### src/rtl/timer_counter_pkg.sv
// Shared timer definitions: base addresses, register offsets, CTRL bit fields,
// mode encodings and FSM state encodings.
package timer_counter_pkg;

    localparam logic [31:0] TIMER0_BASE = 32'h0000_1000;
    localparam logic [31:0] TIMER1_BASE = 32'h0000_1010;

    localparam logic [1:0] REG_CTRL   = 2'd0;
    localparam logic [1:0] REG_PRESET = 2'd1;
    localparam logic [1:0] REG_COUNT  = 2'd2;

    localparam int CTRL_EN       = 0;
    localparam int CTRL_MODE_LSB = 1;
    localparam int CTRL_MODE_MSB = 2;
    localparam int CTRL_IM       = 3;

    localparam logic [1:0] MODE_ONESHOT  = 2'b00;
    localparam logic [1:0] MODE_PERIODIC = 2'b01;

    typedef enum logic [1:0] {
        ST_IDLE = 2'd0,
        ST_LOAD = 2'd1,
        ST_CNT  = 2'd2,
        ST_INT  = 2'd3
    } state_e;

endpackage

### src/rtl/timer_counter_if.sv
// Bridge-side bus of one timer instance: address, write strobe/data in,
// combinational read data and interrupt out.
interface timer_counter_if #(
    parameter int CNT_W = 32
) ();
    logic [31:0]      addr;
    logic             we;
    logic [CNT_W-1:0] din;
    logic [CNT_W-1:0] dout;
    logic             irq;

    modport master (output addr, output we, output din, input dout, input irq);
    modport slave  (input addr, input we, input din, output dout, output irq);
endinterface

### src/rtl/timer_counter.sv
// Programmable down-counter with one-shot / periodic modes and a maskable
// interrupt. Bus writes take priority and freeze the FSM for that cycle.
module timer_counter
    import timer_counter_pkg::*;
#(
    parameter int CNT_W = 32
) (
    input  logic            clk,
    input  logic            reset,
    timer_counter_if.slave  bus
);

    localparam logic [CNT_W-1:0] ONE = {{(CNT_W-1){1'b0}}, 1'b1};

    state_e           r_state;
    logic [3:0]       r_ctrl;
    logic [CNT_W-1:0] r_preset;
    logic [CNT_W-1:0] r_count;
    logic             r_irq_flag;

    state_e           w_state_next;
    logic [3:0]       w_ctrl_next;
    logic [CNT_W-1:0] w_preset_next;
    logic [CNT_W-1:0] w_count_next;
    logic             w_irq_next;

    logic             w_en;
    logic [1:0]       w_mode;
    logic [1:0]       w_offset;
    logic             w_unused_addr;

    assign w_en          = r_ctrl[CTRL_EN];
    assign w_mode        = r_ctrl[CTRL_MODE_MSB:CTRL_MODE_LSB];
    assign w_offset      = bus.addr[3:2];
    assign w_unused_addr = ^{bus.addr[31:4], bus.addr[1:0]};

    always_comb begin
        w_state_next  = r_state;
        w_ctrl_next   = r_ctrl;
        w_preset_next = r_preset;
        w_count_next  = r_count;
        w_irq_next    = r_irq_flag;
        if (bus.we) begin
            case (w_offset)
                REG_CTRL:   w_ctrl_next   = bus.din[3:0];
                REG_PRESET: w_preset_next = bus.din;
                default:    ;
            endcase
        end else begin
            case (r_state)
                ST_IDLE: begin
                    if (w_en) begin
                        w_irq_next   = 1'b0;
                        w_state_next = ST_LOAD;
                    end
                end
                ST_LOAD: begin
                    w_count_next = r_preset;
                    w_state_next = ST_CNT;
                end
                ST_CNT: begin
                    if (!w_en) begin
                        w_state_next = ST_IDLE;
                    end else if (r_count > ONE) begin
                        w_count_next = r_count - ONE;
                    end else begin
                        // Saturate at zero: PRESET=0 expires like PRESET=1.
                        w_count_next = '0;
                        w_irq_next   = 1'b1;
                        w_state_next = ST_INT;
                    end
                end
                default: begin
                    if (w_mode == MODE_PERIODIC) begin
                        w_irq_next = 1'b0;
                    end else begin
                        w_ctrl_next[CTRL_EN] = 1'b0;
                    end
                    w_state_next = ST_IDLE;
                end
            endcase
        end
    end

    always_ff @(posedge clk) begin
        if (reset) begin
            r_state    <= ST_IDLE;
            r_ctrl     <= '0;
            r_preset   <= '0;
            r_count    <= '0;
            r_irq_flag <= 1'b0;
        end else begin
            r_state    <= w_state_next;
            r_ctrl     <= w_ctrl_next;
            r_preset   <= w_preset_next;
            r_count    <= w_count_next;
            r_irq_flag <= w_irq_next;
        end
    end

    always_comb begin
        bus.dout = '0;
        case (w_offset)
            REG_CTRL:   bus.dout = {{(CNT_W-4){1'b0}}, r_ctrl};
            REG_PRESET: bus.dout = r_preset;
            REG_COUNT:  bus.dout = r_count;
            default:    bus.dout = '0;
        endcase
    end

    // The flag keeps tracking while masked; IM only gates the pin.
    assign bus.irq = r_ctrl[CTRL_IM] & r_irq_flag;

endmodule

### src/flat_wrapper.sv
// flat-port wrapper written by rule: the top's interface ports become plain ports
module timer_counter_flat import timer_counter_pkg::*;
#(
    parameter int CNT_W = 32
)
  (clk, reset, bus_addr, bus_we, bus_din, bus_dout, bus_irq);
  timer_counter_if #(.CNT_W(CNT_W)) bus_i ();
  input  logic clk;
  input  logic reset;
  input wire logic [$bits(bus_i.addr)-1:0] bus_addr;
  input wire logic [$bits(bus_i.we)-1:0] bus_we;
  input wire logic [$bits(bus_i.din)-1:0] bus_din;
  output wire logic [$bits(bus_i.dout)-1:0] bus_dout;
  output wire logic [$bits(bus_i.irq)-1:0] bus_irq;
  assign bus_i.addr = bus_addr;
  assign bus_i.we = bus_we;
  assign bus_i.din = bus_din;
  assign bus_dout = bus_i.dout;
  assign bus_irq = bus_i.irq;
  timer_counter #(.CNT_W(CNT_W)) u_core (.clk(clk), .reset(reset), .bus(bus_i));
endmodule
### config.mk
export PLATFORM = sky130hd
export DESIGN_NAME = timer_counter_flat
export DESIGN_NICKNAME = d
export VERILOG_FILES = /design/src/rtl/timer_counter_pkg.sv /design/src/rtl/timer_counter_if.sv /design/src/rtl/timer_counter.sv /design/src/flat_wrapper.sv
export SDC_FILE = /design/constraint.sdc
export NUM_CORES = 1
export LEC_CHECK = 0
export ABC_AREA = 1
export BUFFER_PORTS_ARGS = -buffer_cell sky130_fd_sc_hd__clkbuf_2
export CAP_MARGIN = 10
export CORE_MARGIN = 2
export CORE_UTILIZATION = 49
export CTS_CLUSTER_DIAMETER = 150
export DETAILED_ROUTE_END_ITERATION = 12
export PLACE_DENSITY_LB_ADDON = 0.12
export SLEW_MARGIN = 20
export SYNTH_ARGS = -nofsm -noshare
export SYNTH_HDL_FRONTEND = slang
export SYNTH_SLANG_ARGS = --single-unit
### constraint.sdc
create_clock -name clk -period 1.5 [get_ports clk]
set_input_delay 0.3 -clock clk [delete_from_list [all_inputs] [get_ports clk]]
set_output_delay 0.3 -clock clk [all_outputs]
set_load 0.05 [all_outputs]
==> results of run 1 <==
-- cells by family after synthesis --
kind of cell	after synthesis	share of synthesized area, %
simple gates	215	23.3
compound gates	210	27.3
buf+inv	117	11.5
flops	71	35.1
xor+xnor	10	2.16
fa+ha+maj	2	0.618
-- layer usage --
layer | track usage, % | vias up | wire [um] | part of all wire [%]
met5 | 0 | - | 0 | 0
met4 | 17.8 | 0 | 738 | 4.3
met3 | 6.23 | 81 | 1180 | 6.9
met2 | 58.7 | 332 | 8880 | 52
met1 | 38.0 | 2483 | 6270 | 37
li1 | - | 2399 | - | -
-- area by class of cell --
type	instances	area share (%)
flip-flops and latches	71	21.1
multi-input cells	437	41.3
inverters	85	5.63
well taps	105	1.87
clock buffers	12	2.35
clock inverters	4	0.747
repair buffers	173	27.0
-- power groups by stage --
stage,Sequential [mW],Combinational [mW],Clock [mW]
2_1_floorplan,2.16,1.84,0
3_3_place_gp,2.15,3.00,0
3_5_place_dp,2.15,3.05,0
5_1_grt,2.18,4.36,1.79
6_report,2.17,4.12,1.72
4_1_cts,2.13,3.33,1.68
-- flip-flops by register name, indices dropped and copies added, names as in the netlist --
name / cells
u_core.r_count: 32
u_core.r_ctrl: 4
u_core.r_irq_flag: 1
u_core.r_preset: 32
u_core.r_state: 2
-- worst register-to-register path: stages (launching register included) --
cell	delay, ns
dfxtp_4	0.38
inv_6	0.05
ha_4	0.18
inv_2	0.08
nand2_1	0.07
nand2_1	0.07
nor2_2	0.05
nand4_4	0.07
nand2_4	0.08
inv_6	0.21
nand3_1	0.14
a21oi_1	0.24
-- path summary, 6_finish.rpt --
kind              slack, ns  cells after the start                 end
hold / removal         0.18                      3    u_core.r_ctrl[3]
hold reg to reg        0.49                      2  u_core.r_preset[1]
setup / recovery      -0.20                     11   u_core.r_count[2]
setup reg to reg      -0.20                     11   u_core.r_count[2]
-- what timing repair did --
item,CTS,global route
gates resized for setup,109,139
endpoints found under the setup margin,66,66
endpoints found under the hold margin,0,0
buffers inserted,7,12
gates cloned,0,1
pin swaps,30,39
-- cells in the final DEF (no fill, tap or decap), types with 15 or more instances in the layout --
master	netlist	routed
nand2_2	2	16
nand2_1	88	71
dfxtp_1	71	38
inv_1	80	52
nor2_2	7	24
buf_6	2	35
o21ai_0	71	61
nor2_4	4	15
buf_4	0	56
a21oi_1	99	84
nand3_1	43	32
inv_4	0	20
o22ai_4	0	22
clkbuf_2	0	35
nor2_1	67	39
dfxtp_2	0	25
buf_12	0	39
-- metrics by stage --
stage	total power [mW]	cell area, um2	TNS [ns]	hold slack (ns)	util (%)
CTS	7.15	6500	-0.651	0.166	80.3
floorplan	4.00	4490	-1.93	0.369	-
global placement	5.15	5940	-6.02	0.457	73.4
global route	8.33	7040	-6.78	0.201	87.0
finish	8.01	7040	-4.31	0.179	87.0
detailed placement	5.21	5940	-8.12	0.465	73.4
==> flow_summary.json, run 1 <==
{
  "status": "complete, but fails checks",
  "failed_checks": "negative setup slack",
  "netlist_top_cells_area": "dfxtp_1 (35%), a21oi_1 (12%), o21ai_0 (8.8%), nand2_1 (8.2%), inv_1 (7.4%)",
  "synth_top_cell_area_share_pct": 35.1,
  "vias": 5295,
  "multi_input_area_mm2": 0.00291,
  "worst_path_max_delay_cell": "dfxtp_4",
  "setup_ws_ns": -0.200,
  "yosys_warnings": 0,
  "p_int_mw": 4.66,
  "cp.arrival_ns": 1.97,
  "p_clk_share_pct": 21.5,
  "powerDensity_mw_per_mm2": 1140,
  "avgSynthCellArea_um2": 6.47,
  "worst_pin_slew_ns": 0.496,
  "drv_cap": 0,
  "grt_pass1_wl_mm": 23.3,
  "synth_ff_type": "dfxtp_1",
  "port_buffers": 69,
  "drive_above_1_share_pct": 48.3,
  "yosysMostFrequentCell": "a21oi_1",
  "coreArea_mm2": 0.00809,
  "synth.distinct_cells": 28,
  "critical_path_class": "flip-flop to flip-flop",
  "timing.critical_path.buf_inv": 3,
  "routed_wl_mm": 17.1,
  "wl_per_cell_um": 19.2,
  "p_switching_mw": 3.35,
  "ctsHoldBuffers": 0,
  "rsz0062_at_grt": "yes",
  "hold_viol_final": 0,
  "tritoncts": "built",
  "numClockSinks": 71,
  "ios": 100,
  "area_growth_pct": 74.0,
  "fin_crit_sh_pct": 113,
  "syn-cell-area_mm2": 0.00405,
  "maxSlewHeadroom_pct": 66.8,
  "fillCellCount": 434,
  "yosys-top-cells-count": "a21oi_1 (99), nand2_1 (88), inv_1 (80)",
  "core.rowCount": 33,
  "cp-start-kind": "flip-flop",
  "synth-edff-count": 0,
  "start_util_pct": 50.0,
  "cts.clk_slew.worst_paths_ns": 0.09,
  "fmax_mhz": 588,
  "synth-seq-cells": 71,
  "crit_start": "u_core.r_count[0]",
  "h-tree-depth": 3,
  "pwr-share-seq_pct": 27.1,
  "diodes": 0,
  "setup_violations": 55,
  "ant_nets": 0,
  "min_path_type": "input pin to flip-flop",
  "cts_max_path_buffers": 2,
  "synthCells": 625,
  "syn-num-nets": 694,
  "min-delay-start": "bus_din[3]",
  "fin_crit_ns": 1.70,
  "slowest_delay_ns": 0.38,
  "grt_pass1_vias": 4894,
  "dp_hpwl_mm": 9.30,
  "final_cells": 887,
  "die_w_um": 94.9,
  "dp_slack_ns": -0.245,
  "crit_path_cell_trace": "inv_6 > ha_4 > inv_2 > nand2_1 > nand2_1 > nor2_2 > nand4_4 > nand2_4 > inv_6 > nand3_1 > a21oi_1",
  "seq_area_frac_synth_pct": 35.1,
  "place.gp.congestion": 0.957,
  "antenna_found_initial": 0,
  "first_iter_violations": 407,
  "p_comb_share_pct": 51.4,
  "worstPathRequired_ns": 1.77,
  "drv_slew": 0,
  "r2r_start": "u_core.r_count[0]",
  "cp-end-kind": "flip-flop",
  "swShare_pct": 41.8,
  "clk_latency_ns": 0.37,
  "synth_area_leader_cell": "dfxtp_1",
  "drc_errors": 0,
  "avgViaCountPerCell": 5.97,
  "gr-total-overflow": 0,
  "final-seq-area_mm2": 0.00148,
  "critical_path_peak_fanout": 29,
  "cts-root-buf": "clkbuf_8",
  "async_flop_share_pct": 0,
  "drtPass1Iterations": 6,
  "grt_max_degree": 50,
  "nets": 846,
  "die_y_um": 94.9,
  "place_inst": 851,
  "finClkSkew_ns": 0.0153,
  "p_leak_nw": 2.89,
  "path_delay_family": "simple AND/OR/NAND/NOR gates",
  "dieArea_mm2": 0.00900,
  "cts_buffers": 9,
  "grt_usage_pct": 33.4,
  "vdd_ir_drop_max_uv": 759
}
No activity file was read; power rests on OpenSTA's default activity.
==> run 2, diff against run 1 <==
--- a/config.mk
+++ b/config.mk
@@ -9,7 +9,7 @@
 export BUFFER_PORTS_ARGS = -buffer_cell sky130_fd_sc_hd__clkbuf_2
 export CAP_MARGIN = 10
 export CORE_MARGIN = 2
-export CORE_UTILIZATION = 49
+export CORE_UTILIZATION = 35
 export CTS_CLUSTER_DIAMETER = 150
 export DETAILED_ROUTE_END_ITERATION = 12
 export PLACE_DENSITY_LB_ADDON = 0.12
==> constraint.sdc (replaced) <==
create_clock -name clk -period 1.5 [get_ports clk]
set_input_delay 0.3 -clock clk [delete_from_list [all_inputs] [get_ports clk]]
set_output_delay 0.3 -clock clk [all_outputs]
set_load 0.01 [all_outputs]
==> flow_summary.json, run 2 (synthesized netlist as in run 1, its figures left out) <==
{
  "h-tree-depth": 3,
  "nets": 846,
  "place.gp.congestion": 0.849,
  "maxSlewHeadroom_pct": 76.0,
  "r2r_slack_ns": -0.07,
  "worst-r2r-cell-count": 9,
  "dp_slack_ns": -0.128,
  "swShare_pct": 36.7,
  "drive_above_1_share_pct": 38.2,
  "wl_per_cell_um": 14.5,
  "rsz0062_at_grt": "yes",
  "gr-total-overflow": 0,
  "final_cells": 925,
  "coreArea_mm2": 0.0114,
  "place_area_mm2": 0.00527,
  "tritoncts": "built",
  "port_buffers": 69,
  "antenna_found_initial": 0,
  "routed_wl_mm": 13.4,
  "fin_crit_sh_pct": 105,
  "diodes": 0,
  "drc_errors": 0,
  "numClockSinks": 71,
  "critical_path_peak_fanout": 4,
  "power_mw": 7.44,
  "fillCellCount": 1149,
  "ios": 100,
  "place_inst": 895,
  "cp.arrival_ns": 1.80,
  "setup_ws_ns": -0.0716,
  "final_cell_mix": "a21oi_1 (96), nand2_1 (79), buf_4 (76), o21ai_0 (68), inv_1 (67)",
  "cts_buffers": 9,
  "setup_violations": 23,
  "vias": 4603,
  "fin_crit_ns": 1.57,
  "powerDensity_mw_per_mm2": 1230,
  "cts_max_path_buffers": 2,
  "p_int_mw": 4.71,
  "avgViaCountPerCell": 4.98,
  "clk_latency_ns": 0.35,
  "reg_top3": "u_core.r_count: 32 flops, u_core.r_preset: 32 flops, u_core.r_ctrl: 4 flops",
  "start_util_pct": 35.6,
  "core.rowCount": 39,
  "area_growth_pct": 49.5,
  "p_clk_share_pct": 27.2,
  "fin_tns_setup_ns": -0.698,
  "crit_start": "u_core.r_count[1]",
  "grt_usage_pct": 21.4,
  "grt_pass1_vias": 4479,
  "dieArea_mm2": 0.0124,
  "drv_cap": 0,
  "finClkSkew_ns": 0.00726,
  "hold_viol_final": 0,
  "worst_pin_slew_ns": 0.358,
  "die_w_um": 112,
  "grt_pass1_wl_mm": 21.4,
  "grt_max_degree": 54,
  "min-delay-start": "reset",
  "final_common_cell": "a21oi_1",
  "p_comb_share_pct": 44.1,
  "drtPass1Iterations": 5,
  "r2r_end": "u_core.r_count[15]",
  "p_switching_mw": 2.73,
  "cp-start-kind": "flip-flop",
  "vdd_ir_drop_max_uv": 617,
  "ant_nets": 0,
  "status": "complete, but fails checks",
  "p_leak_nw": 2.72,
  "cp-end-kind": "flip-flop",
  "min_path_type": "input pin to flip-flop",
  "pwr-share-seq_pct": 28.7,
  "cts.clk_slew.worst_paths_ns": 0.06,
  "critical_path_class": "flip-flop to flip-flop",
  "hold_depth": 2,
  "die_y_um": 112,
  "drv_slew": 0,
  "dp_hpwl_mm": 9.29,
  "failed_checks": "negative setup slack",
  "stdcell_area_mm2": 0.00605,
  "crit_path_end": "u_core.r_count[15]",
  "fmax_mhz": 636,
  "worstPathRequired_ns": 1.72,
  "ctsHoldBuffers": 0,
  "r2r_start": "u_core.r_count[1]",
  "cts-root-buf": "clkbuf_16",
  "first_iter_violations": 195
}
-- run 2: critical path, cell delays in order (launching register included) --
cell and delay [ns]:
dfxtp_2 0.33, inv_4 0.07, nand3_1 0.21, nor2_4 0.19
nand2_1 0.13, buf_4 0.17, inv_1 0.07, nor2_1 0.04
o21ai_0 0.15, a21oi_1 0.09
-- run 2: power groups by stage --
stage / sequential (mW) / clock (mW) / combinational (mW)
6_report: 2.14 / 2.02 / 3.28
5_1_grt: 2.16 / 2.15 / 3.63
4_1_cts: 2.13 / 2.08 / 3.04
3_5_place_dp: 2.16 / 0 / 2.83
3_3_place_gp: 2.15 / 0 / 2.80
2_1_floorplan: 2.16 / 0 / 1.59
-- run 2: metal layers --
metal	vias to the layer above	track usage (%)	part of all wire, %
met2	98	36.2	48
met4	0	6.91	1.5
met1	2101	27.3	46
met5	-	0	0
li1	2391	-	-
met3	13	4.52	4.0
-- run 2: area by class of cell --
class	instances	area, um2	share of cell area, %
Inverter	85	339	5.61
Clock inverter	3	17.5	0.290
Multi-Input combinational cell	437	2440	40.4
Timing Repair Buffer	173	1350	22.3
Sequential cell	71	1460	24.2
Clock buffer	13	260	4.30
Tap cell	143	179	2.96
-- run 2: timing repair --
| action | CTS | global route |
|---|---|---|
| hold endpoints to repair | 0 | 0 |
| gates resized for setup | 53 | 94 |
| pin swaps | 9 | 22 |
| endpoints found under the setup margin | 61 | 64 |
| cloned | 1 | 2 |
| setup buffers | 6 | 9 |
-- run 2: how the worst min path moves through the flow --
stage	end
after floorplan	u_core.r_preset[0]
after detailed placement	u_core.r_preset[30]
final	u_core.r_preset[2]
after global routing	u_core.r_preset[2]
after CTS	u_core.r_preset[0]
after global placement	u_core.r_preset[6]
-- run 2: metrics by stage --
stage	utilization [%]	hold slack, ns
after floorplan	-	0.369
after global placement	46.4	0.453
after detailed placement	46.4	0.459
after CTS	50.7	0.173
after global routing	53.2	0.185
final	53.2	0.193
==> run 3, diff against run 2 <==
--- a/config.mk
+++ b/config.mk
@@ -13,6 +13,7 @@
 export CTS_CLUSTER_DIAMETER = 150
 export DETAILED_ROUTE_END_ITERATION = 12
 export PLACE_DENSITY_LB_ADDON = 0.12
+export SKIP_CTS_REPAIR_TIMING = 1
 export SLEW_MARGIN = 20
 export SYNTH_ARGS = -nofsm -noshare
 export SYNTH_HDL_FRONTEND = slang
==> flow_summary.json, run 3 (synthesized netlist as in run 1, its figures left out) <==
{
  "fmax_mhz": 652,
  "avgViaCountPerCell": 4.99,
  "worst_path_max_delay_cell": "dfxtp_2",
  "setup_violations": 10,
  "core.rowCount": 39,
  "failed_checks": "negative setup slack",
  "cp-end-kind": "flip-flop",
  "finClkSkew_ns": 0.00759,
  "cts.clk_slew.worst_paths_ns": 0.06,
  "powerDensity_mw_per_mm2": 1230,
  "die_y_um": 112,
  "vdd_ir_drop_max_uv": 613,
  "grt_pass1_vias": 4435,
  "first_iter_violations": 147,
  "drv_cap": 0,
  "ant_nets": 0,
  "antenna_found_initial": 0,
  "fin_crit_ns": 1.53,
  "fillCellCount": 1140,
  "final_cells": 919,
  "wl_per_cell_um": 14.8,
  "critical_path_class": "flip-flop to flip-flop",
  "hold_viol_final": 0,
  "drive_above_1_share_pct": 41.2,
  "min-delay-start": "reset",
  "area_growth_pct": 50.9,
  "critical_path_peak_fanout": 5,
  "cp.arrival_ns": 1.81,
  "tritoncts": "built",
  "dp_slack_ns": -0.128,
  "dieArea_mm2": 0.0124,
  "drtPass1Iterations": 5,
  "worstPathRequired_ns": 1.78,
  "rsz0062_at_grt": "yes",
  "maxSlewHeadroom_pct": 76.5,
  "grt_pass1_wl_mm": 21.1,
  "ios": 100,
  "cp-start-kind": "flip-flop",
  "hold_slack_ns": 0.190,
  "vias": 4586,
  "drv_slew": 0,
  "gr-total-overflow": 0,
  "dp_hpwl_mm": 9.29,
  "whs_endpoint": "u_core.r_preset[2]",
  "grt_usage_pct": 21.1,
  "start_util_pct": 35.6,
  "grt_max_degree": 54,
  "status": "complete, but fails checks",
  "final_common_cell": "a21oi_1",
  "fin_tns_setup_ns": -0.145,
  "routed_wl_mm": 13.6,
  "coreArea_mm2": 0.0114,
  "nets": 840,
  "hold_depth": 2,
  "r2r_end": "u_core.r_count[20]",
  "path_delay_family": "simple AND/OR/NAND/NOR gates",
  "numClockSinks": 71,
  "final_cell_mix": "a21oi_1 (89), nand2_1 (77), inv_1 (69), buf_4 (69), o21ai_0 (66)",
  "clk_latency_ns": 0.34,
  "drc_errors": 0,
  "r2r_slack_ns": -0.03,
  "setup_ws_ns": -0.0331,
  "place.gp.congestion": 0.849,
  "slowest_delay_ns": 0.34,
  "fin_crit_sh_pct": 102,
  "cts-root-buf": "clkbuf_16",
  "cts_buffers": 9,
  "die_w_um": 112,
  "min_path_type": "input pin to flip-flop",
  "place_inst": 895,
  "reg_top3": "u_core.r_count: 32 flops, u_core.r_preset: 32 flops, u_core.r_ctrl: 4 flops",
  "fin_util_pct": 53.7,
  "p_leak_nw": 2.71,
  "h-tree-depth": 3,
  "port_buffers": 69,
  "timing.critical_path.buf_inv": 2,
  "diodes": 0,
  "worst-r2r-cell-count": 10,
  "worst_pin_slew_ns": 0.353,
  "r2r_start": "u_core.r_count[0]",
  "crit_path_cell_trace": "inv_4 > ha_4 > nand2_2 > nor2_4 > buf_12 > nand2_2 > nor2_4 > xor2_1 > nand2_1 > a21oi_2",
  "cts_max_path_buffers": 2
}
## run 3: how the worst max path moves through the flow
stage                            startpoint                  to  slack [ns]  cells past startpoint
final                     u_core.r_count[0]  u_core.r_count[20]       -0.03                     10
after global routing      u_core.r_count[0]  u_core.r_count[20]       -0.13                     10
after CTS                 u_core.r_count[0]         bus_dout[0]       -0.13                      4
after detailed placement        bus_addr[2]        bus_dout[27]       -0.13                      6
after global placement          bus_addr[2]        bus_dout[15]       -0.12                      6
after floorplan           u_core.r_count[0]  u_core.r_count[20]       0.005                     13
## run 3: layout make-up
cell class / instances / area [um2] / area share (%)
inverter: 85 / 337 / 5.51
clock inverter: 3 / 17.5 / 0.287
timing repair buffer: 167 / 1310 / 21.5
clock buffer: 13 / 260 / 4.26
multi-input combinational: 437 / 2530 / 41.4
tap: 143 / 179 / 2.93
sequential: 71 / 1470 / 24.1
## run 3: where the power goes
part | leakage [nW] | switching, mW | internal (mW)
Clock | 0.136 | 0.817 | 1.20
Combinational | 1.98 | 1.87 | 1.47
Sequential | 0.594 | 0.110 | 2.04
## run 3: metal layers
| metal | share of wire [%] | vias to the layer above | GRT usage, % | routed length [um] |
|---|---|---|---|---|
| met5 | 0 | - | 0 | 0 |
| met4 | 1.3 | 0 | 7.00 | 182 |
| met3 | 4.2 | 10 | 4.63 | 565 |
| met2 | 48 | 90 | 35.6 | 6560 |
| met1 | 46 | 2106 | 26.9 | 6300 |
| li1 | - | 2380 | - | - |
## run 3: through the flow
step                      cell area, um2  power (mW)
after floorplan                     4130        3.75
after CTS                           5550        7.04
after global placement              5270        4.95
after detailed placement            5270        4.98
after global routing                6110        8.01
final                               6110        7.50
